==> src/rtl/cam_pkg.sv <==
// Shared types and default timing for the OV7670 power-up sequencer.
// Cycle defaults assume a 25 MHz pixel clock.
package cam_pkg;

    typedef enum logic [2:0] {
        S_OFF    = 3'd0,
        S_PWRUP  = 3'd1,
        S_SETTLE = 3'd2,
        S_CFG    = 3'd3,
        S_READY  = 3'd4,
        S_FAULT  = 3'd5
    } state_t;

    localparam int unsigned PWDN_CYCLES_DEF   = 25000;
    localparam int unsigned SETTLE_CYCLES_DEF = 25000;
    localparam int unsigned CFG_TIMEOUT_DEF   = 2500000;
    localparam int unsigned CNT_W_DEF         = 22;

endpackage

==> src/rtl/seq_timer.sv <==
// Up-counter with synchronous clear and enable.
// Saturates at all-ones instead of wrapping.
module seq_timer #(
    parameter int unsigned CNT_W = 22
) (
    input  logic             pclk,
    input  logic             reset_n,
    input  logic             clr,
    input  logic             en,
    output logic [CNT_W-1:0] count_o
);

    always_ff @(posedge pclk) begin
        if (!reset_n || clr) begin
            count_o <= '0;
        end else if (en && (count_o != '1)) begin
            count_o <= count_o + CNT_W'(1);
        end
    end

endmodule

==> src/rtl/cam_power_sequencer.sv <==
// Steps the OV7670 through PWDN release, reset pulse, settle and SCCB config.
// Every output is a register loaded from the decode of the next state.
module cam_power_sequencer
    import cam_pkg::*;
#(
    parameter int unsigned PWDN_CYCLES   = PWDN_CYCLES_DEF,
    parameter int unsigned SETTLE_CYCLES = SETTLE_CYCLES_DEF,
    parameter int unsigned CFG_TIMEOUT   = CFG_TIMEOUT_DEF,
    parameter int unsigned CNT_W         = CNT_W_DEF
) (
    input  logic       pclk,
    input  logic       reset_n,
    input  logic       enable,
    input  logic       cfg_done,
    output logic       cam_pwdn,
    output logic       cam_reset_n,
    output logic       cfg_start,
    output logic       ready,
    output logic       fault,
    output logic [2:0] state_o
);

    localparam logic [CNT_W-1:0] PW_LAST = CNT_W'(PWDN_CYCLES - 1);
    localparam logic [CNT_W-1:0] SE_LAST = CNT_W'(SETTLE_CYCLES - 1);
    localparam logic [CNT_W-1:0] TO_LAST = CNT_W'(CFG_TIMEOUT - 1);

    state_t           state_q;
    state_t           state_d;
    logic [CNT_W-1:0] count;
    logic             tmr_clr;
    logic             tmr_en;
    logic             pwdn_d;
    logic             rstn_d;
    logic             start_d;
    logic             ready_d;
    logic             fault_d;

    // Any state change restarts the timer so each phase counts from zero.
    assign tmr_clr = (state_d != state_q);
    assign tmr_en  = (state_q == S_PWRUP) || (state_q == S_SETTLE) ||
                     (state_q == S_CFG);

    seq_timer #(
        .CNT_W (CNT_W)
    ) u_timer (
        .pclk    (pclk),
        .reset_n (reset_n),
        .clr     (tmr_clr),
        .en      (tmr_en),
        .count_o (count)
    );

    always_comb begin
        state_d = state_q;
        start_d = 1'b0;
        if (!enable) begin
            state_d = S_OFF;
        end else begin
            unique case (state_q)
                S_OFF: state_d = S_PWRUP;
                S_PWRUP: begin
                    if (count == PW_LAST) state_d = S_SETTLE;
                end
                S_SETTLE: begin
                    if (count == SE_LAST) begin
                        state_d = S_CFG;
                        start_d = 1'b1;
                    end
                end
                // done takes priority over a coincident timeout
                S_CFG: begin
                    if (cfg_done) begin
                        state_d = S_READY;
                    end else if (count == TO_LAST) begin
                        state_d = S_FAULT;
                    end
                end
                S_READY: state_d = S_READY;
                S_FAULT: state_d = S_FAULT;
                default: state_d = S_OFF;
            endcase
        end
    end

    always_comb begin
        pwdn_d  = 1'b0;
        rstn_d  = 1'b1;
        ready_d = 1'b0;
        fault_d = 1'b0;
        unique case (1'b1)
            (state_d == S_OFF): begin
                pwdn_d = 1'b1;
                rstn_d = 1'b0;
            end
            (state_d == S_PWRUP): rstn_d  = 1'b0;
            (state_d == S_READY): ready_d = 1'b1;
            (state_d == S_FAULT): fault_d = 1'b1;
            default: ;
        endcase
    end

    always_ff @(posedge pclk) begin
        if (!reset_n) begin
            state_q     <= S_OFF;
            cam_pwdn    <= 1'b1;
            cam_reset_n <= 1'b0;
            cfg_start   <= 1'b0;
            ready       <= 1'b0;
            fault       <= 1'b0;
        end else begin
            state_q     <= state_d;
            cam_pwdn    <= pwdn_d;
            cam_reset_n <= rstn_d;
            cfg_start   <= start_d;
            ready       <= ready_d;
            fault       <= fault_d;
        end
    end

    assign state_o = state_q;

endmodule
==> config.mk <==
export PLATFORM = sky130hd
export DESIGN_NAME = cam_power_sequencer
export DESIGN_NICKNAME = d
export VERILOG_FILES = /design/src/rtl/cam_pkg.sv /design/src/rtl/seq_timer.sv /design/src/rtl/cam_power_sequencer.sv
export SDC_FILE = /design/constraint.sdc
export NUM_CORES = 1
export LEC_CHECK = 0
export CORE_UTILIZATION = 57
export DETAILED_ROUTE_END_ITERATION = 10
export HOLD_SLACK_MARGIN = 0.08
export PLACE_DENSITY = 0.75
export SETUP_SLACK_MARGIN = 0.1
export SYNTH_ARGS = -nofsm -noshare
export SYNTH_HDL_FRONTEND = slang
export SYNTH_SLANG_ARGS = --single-unit
==> constraint.sdc <==
create_clock -name pclk -period 3 [get_ports pclk]
set_clock_uncertainty 0.15 [all_clocks]
set_input_delay 0.6 -clock pclk [delete_from_list [all_inputs] [get_ports pclk]]
set_output_delay 0.6 -clock pclk [all_outputs]
set_load 0.01 [all_outputs]
== Word level (Yosys, flattened, before mapping) ==
Index checks and enable logic that the tools add are counted.
Widths: inputs -> output; s select.

* Add/subtract/negate cells: 1
* Equal/unequal tests: 12
* Mux-type cells: 11
* Reductions and logical operators: 9

{| class="wikitable"
|+ Operators with widths
! operator !! count
|-
| $add 22x1->22 const B || 1
|-
| $eq 22x15->1 const B || 1
|-
| $eq 22x22->1 const B || 1
|-
| $ne 22x22->1 const B || 1
|-
| $pmux 3 s6 || 1
|-
| $mux 3 || 5
|-
| $eq 3x3->1 const B || 4
|-
| $eq 3x1->1 const B || 2
|-
| $eq 3x2->1 const B || 2
|-
| $logic_not 3->1 || 2
|-
| $mux 1 || 5
|-
| $logic_or 1x1->1 || 3
|-
| $ne 3x3->1 || 1
|-
| $reduce_and 3->1 || 1
|-
| $reduce_or 2->1 || 1
|-
| $logic_and 1x1->1 || 1
|-
| $logic_not 1->1 || 1
|}

* Bits in registers: 30
* Input bits: 4
* Logic and storage cells: 40

== Logic depth before layout (Yosys ltp) ==
* Depth in word-level cells: 8
* Depth in mapped cells: 7

== Hierarchy ==
A second synthesis with hierarchy kept.

* Cells, all modules: 183
* Area total of the unflattened synthesis: 1,585.3 sq um

{| class="wikitable"
|+ Modules (own cells, without submodules)
! module !! times used !! cells an instance !! area an instance (sq um) !! seq. area each (sq um)
|-
| seq_timer || 1 || 125 || 1,101.1 || 440.4
|-
| cam_power_sequencer || 1 || 58 || 484.2 || 160.2
|}

== Worst setup path before layout ==
Ideal clock, no wire load.

* Path kind: flip-flop to flip-flop
* From: register u_timer.count_o[0]
* To: register u_timer.count_o[18]
* Arrival: 1.860 ns
* Setup slack: 0.859 ns
* Stages on the path, launching flop included: 8
* Path buffers: 1
* Clock period less this slack: 2.141 ns
* Cell sequence: dfxtp_1 ha_1 nand3_2 or4_4 buf_6 nor4b_4 xnor2_1 nor3_2

* Longest elaborated chain between the ends: 7
* Elaborated cells between the ends (all ways): 13

{| class="wikitable"
|+ Ends and longest elaborated chain
! item !! line !! text
|-
| from (decl) || seq_timer.sv:10 || <nowiki>output logic [CNT_W-1:0] count_o</nowiki>
|-
| from (signal assigned) || seq_timer.sv:17 || <nowiki>count_o <= count_o + CNT_W'(1);</nowiki>
|-
| $eq 22x22->1 || cam_power_sequencer.sv:74 || <nowiki>end else if (count == TO_LAST) begin</nowiki>
|-
| $mux 3 || cam_power_sequencer.sv:74 ||
|-
| $mux 3 || cam_power_sequencer.sv:72 || <nowiki>if (cfg_done) begin</nowiki>
|-
| $pmux 3 s6 || cam_power_sequencer.sv:59 || <nowiki>unique case (state_q)</nowiki>
|-
| $mux 3 || cam_power_sequencer.sv:56 || <nowiki>if (!enable) begin</nowiki>
|-
| $ne 3x3->1 || cam_power_sequencer.sv:39 || <nowiki>assign tmr_clr = (state_d != state_q);</nowiki>
|-
| $logic_or 1x1->1 || seq_timer.sv:14 || <nowiki>if (!reset_n || clr) begin</nowiki>
|}

Several ways; a longest one is shown, not always the timed one.
A chain may end at the register's enable or synchronous reset.

== Worst setup path after layout ==
* From: register u_timer.count_o[16]
* To: register u_timer.count_o[12]

The elaborated chain is that of the path after synthesis.

==> flow_metrics.tcl <==
set metrics [dict create \
    run_status "finished, final reports clean" \
    clk_sinks 30 \
    power_density_nw_per_um2 368 \
    report.power.total_mw 0.668 \
    dieHeight_um 55.9 \
    ys_types 46 \
    cpMaxStageDelayCell "sky130_fd_sc_hd__a311o_1" \
    leakage_nw 0.573 \
    seqPwrFrac_pct 60.3 \
    synth_simple_gate_area_share_pct 34.8 \
    gr-usage-all-layers_pct 25.5 \
    cts_tree "done" \
    worstPathBufferInverterCount 0 \
    power.clock.fraction_pct 33.3 \
    cts_root_buffer "sky130_fd_sc_hd__clkbuf_4" \
    path_delay_family "simple AND/OR/NAND/NOR gates" \
    max_freq_ghz 0.388 \
    first_pass_iters 4 \
    detail_route.iter0.violations 62 \
    clk_latency_ps 340 \
    place_worst_setup_slack_ps 291 \
    post_synth_instance_area_um2 1660 \
    post-route-min-period_ps 2570 \
    detailed_place_hpwl_um 2590 \
    post-place-cells 226 \
    cts.repair_timing.setup_buffer_count 0 \
    internal-power_mw 0.503 \
    drc 0 \
    finalMaxSlewViolations 0 \
    cp.depth 5 \
    critPathMaxFanout 22 \
    die_area_um2 3120 \
    fin_tns_setup_ps 0 \
    dominantRegCellSynth "sky130_fd_sc_hd__dfxtp_1" \
    comb_power_share_pct 6.3 \
    synth_sequential_area_ratio_pct 36.3 \
    finalSetupViolations 0 \
    synth-edff-count 0 \
    buffer_ports.inserted 11 \
    final_common_cell "sky130_fd_sc_hd__dfxtp_1" \
    drt-wirelength-per-cell_um 15.9 \
    via_count_of_the_first_global_routing_pass 1363 \
    holdBufCountCts 0 \
    crit_path_frequent_cell "sky130_fd_sc_hd__nor4_1" \
    cpPeakStageDelay_ps 770 \
    cts.repair.resized 0 \
    final_critical_path_setup_slack_ps 425 \
    worstPathCellList "nor4_1 > nand4_1 > nor4_1 > a311o_1 > nor4_1" \
    buffers_from_clock_root_to_sink_at_most 2 \
    gpl.final_weighted_congestion 0.808 \
    nFillCells 250 \
    worst_setup_path_end_kind "flop" \
    antenna_found_initial 0 \
    grt_pass1_wl_um 6230 \
    standard_cell_core_area_um2 2760 \
    synth_async_sr_flop_share_pct 0 \
    placement.cell_area_um2 1770 \
    rsz0062_at_grt "no" \
    synth-compound-area-share_pct 15.3 \
    clock_edge_transition_at_the_registers_on_the_reported_setup_and_hold_paths_ps 90 \
    post-route-cell-area_um2 1820 \
    r2r_cells 5 \
    timing_worst_slew_pin_value_ps 913 \
    start_util_pct 60.0 \
    crit_path_end "u_timer.count_o[12]" \
    net-switching-power_mw 0.165 \
    timing.critical_path.from_type "flop" \
    cts_htree_levels 2 \
    final.period_utilization_pct 85.8 \
    cp.arrival_ps 2620 \
    worst_r2r_endpoint "u_timer.count_o[12]" \
    main_combinational_cell_family_by_area_after_synthesis "simple AND/OR/NAND/NOR gates" \
    timing.final.hold_violations 0 \
    ys_seq_elements 30 \
    synthesis.nets 197 \
    gr-total-overflow 0 \
    irDropWorstVdd_mv 0.392 \
    synth-adder-area-share_pct 0.756 \
    mostFrequentLayoutCells "sky130_fd_sc_hd__dfxtp_1 (30), sky130_fd_sc_hd__nor3_1 (23), sky130_fd_sc_hd__nand2_1 (13)" \
    dr_total_vias 1515 \
    hold-worst-slack_ps 371 \
    pin_count 12 \
    antenna-diode-count 0 \
    yosys_warnings 0 \
    r2r_slack_ps 430 \
    drive_gt1_share_pct 8.42 \
    number_of_standard_cell_rows_in_the_floorplan 19 \
    numCtsBuffers 5 \
    synthesis.area_per_instance_um2 8.62 \
    startpoint "u_timer.count_o[16]" \
    syn-instance-count 192 \
    synth_xor_area_share_pct 6.88 \
    post_synth_mux_area_share_pct 1.81 \
    horizontal_extent_of_the_die_um 55.9 \
    criticalPathCategory "reg -> reg" \
    antenna_violating_nets_post_route 0 \
    slew-limit-headroom_pct 39.1 \
    hp-class "reg -> reg" \
    sw_frac_of_total_pct 24.7 \
    maximum_number_of_pins_on_one_net_before_global_route_repair 23 \
    instances_no_fill 233 \
    finish.utilization_pct 65.8 \
    area_delta_synth_final_pct 9.67 \
    regToRegStartpoint "u_timer.count_o[16]" \
    post_drt_via_cell_ratio 6.50 \
    drt-total-wl_um 3710 \
    nets 207 \
    timing.critical_path.required_ps 3050 \
    drv_cap 0 \
]
[power groups by stage]
stage	Sequential [mW]	Combinational, mW	Clock (mW)
2_1_floorplan	0.411	0.0271	0
3_3_place_gp	0.412	0.0411	0
3_5_place_dp	0.412	0.0418	0
4_1_cts	0.403	0.0419	0.227
5_1_grt	0.403	0.0460	0.238
6_report	0.403	0.0423	0.223
[registers in the layout, summed over array words and instances, names as in the netlist]
register,flops
cam_pwdn,1
cam_reset_n,1
cfg_start,1
fault,1
ready,1
state_o,3
u_timer.count_o,22
[worst min-delay path, cell delays in order (launching register included)]
cell                       delay, ps
sky130_fd_sc_hd__dfxtp_1         330
sky130_fd_sc_hd__o21ai_0          70
sky130_fd_sc_hd__a211oi_1         70
[synth_stat cells (3+ instances only)]
cell type | number | area share (%)
sky130_fd_sc_hd__and4_1 | 5 | 2.6
sky130_fd_sc_hd__nor3_1 | 24 | 7.3
sky130_fd_sc_hd__dfxtp_1 | 30 | 36
sky130_fd_sc_hd__xor2_1 | 11 | 5.8
sky130_fd_sc_hd__a211oi_1 | 5 | 2.3
sky130_fd_sc_hd__nor4_1 | 5 | 1.9
sky130_fd_sc_hd__nand4_1 | 8 | 3.0
sky130_fd_sc_hd__a21oi_1 | 4 | 1.2
sky130_fd_sc_hd__and3_1 | 4 | 1.5
sky130_fd_sc_hd__o21ai_0 | 9 | 2.7
sky130_fd_sc_hd__nand2_1 | 13 | 2.9
sky130_fd_sc_hd__clkbuf_1 | 4 | 0.91
sky130_fd_sc_hd__o211ai_1 | 3 | 1.4
sky130_fd_sc_hd__or3_1 | 4 | 1.5
sky130_fd_sc_hd__inv_1 | 4 | 0.91
sky130_fd_sc_hd__mux2i_1 | 3 | 1.8
sky130_fd_sc_hd__nor2_1 | 9 | 2.0
sky130_fd_sc_hd__nand3_1 | 6 | 1.8
[layout make-up]
type	count	area [µm²]	area share, %
clock buffer	7	45.0	2.48
inverter	4	15.0	0.827
multi-input combinational	148	991	54.6
sequential	30	601	33.1
tap	31	38.8	2.14
timing repair buffer	13	125	6.89
[routing by layer]
metal / global-route usage (%) / vias up / part of all wire (%)
met3: 5.81 / 7 / 6.6
met1: 33.4 / 717 / 46
li1: - / 746 / -
met4: 13.6 / 0 / 1.6
met2: 39.1 / 45 / 46
met5: 0 / - / 0
[how the worst min path moves through the flow]
stage / cells past startpoint / to / slack, ps / start
after floorplan: 2 / u_timer.count_o[8] / 330 / u_timer.count_o[8]
after global placement: 2 / u_timer.count_o[8] / 350 / u_timer.count_o[8]
after detailed placement: 2 / u_timer.count_o[8] / 360 / u_timer.count_o[8]
after CTS: 2 / u_timer.count_o[8] / 370 / u_timer.count_o[8]
after global routing: 2 / u_timer.count_o[8] / 420 / u_timer.count_o[8]
final: 2 / u_timer.count_o[8] / 370 / u_timer.count_o[8]
[logic make-up (layout without fill, tap and decap cells)]
family / after synthesis / in the layout
flip-flops: 30 / 30
AND/OR/NAND/NOR: 95 / 95
multiplexers: 3 / 3
AO/OA/AOI/OAI: 36 / 36
buffers and inverters: 14 / 24
adder cells (fa/ha/maj): 1 / 1
XOR/XNOR: 13 / 13
(Power assumes the default switching activity.)
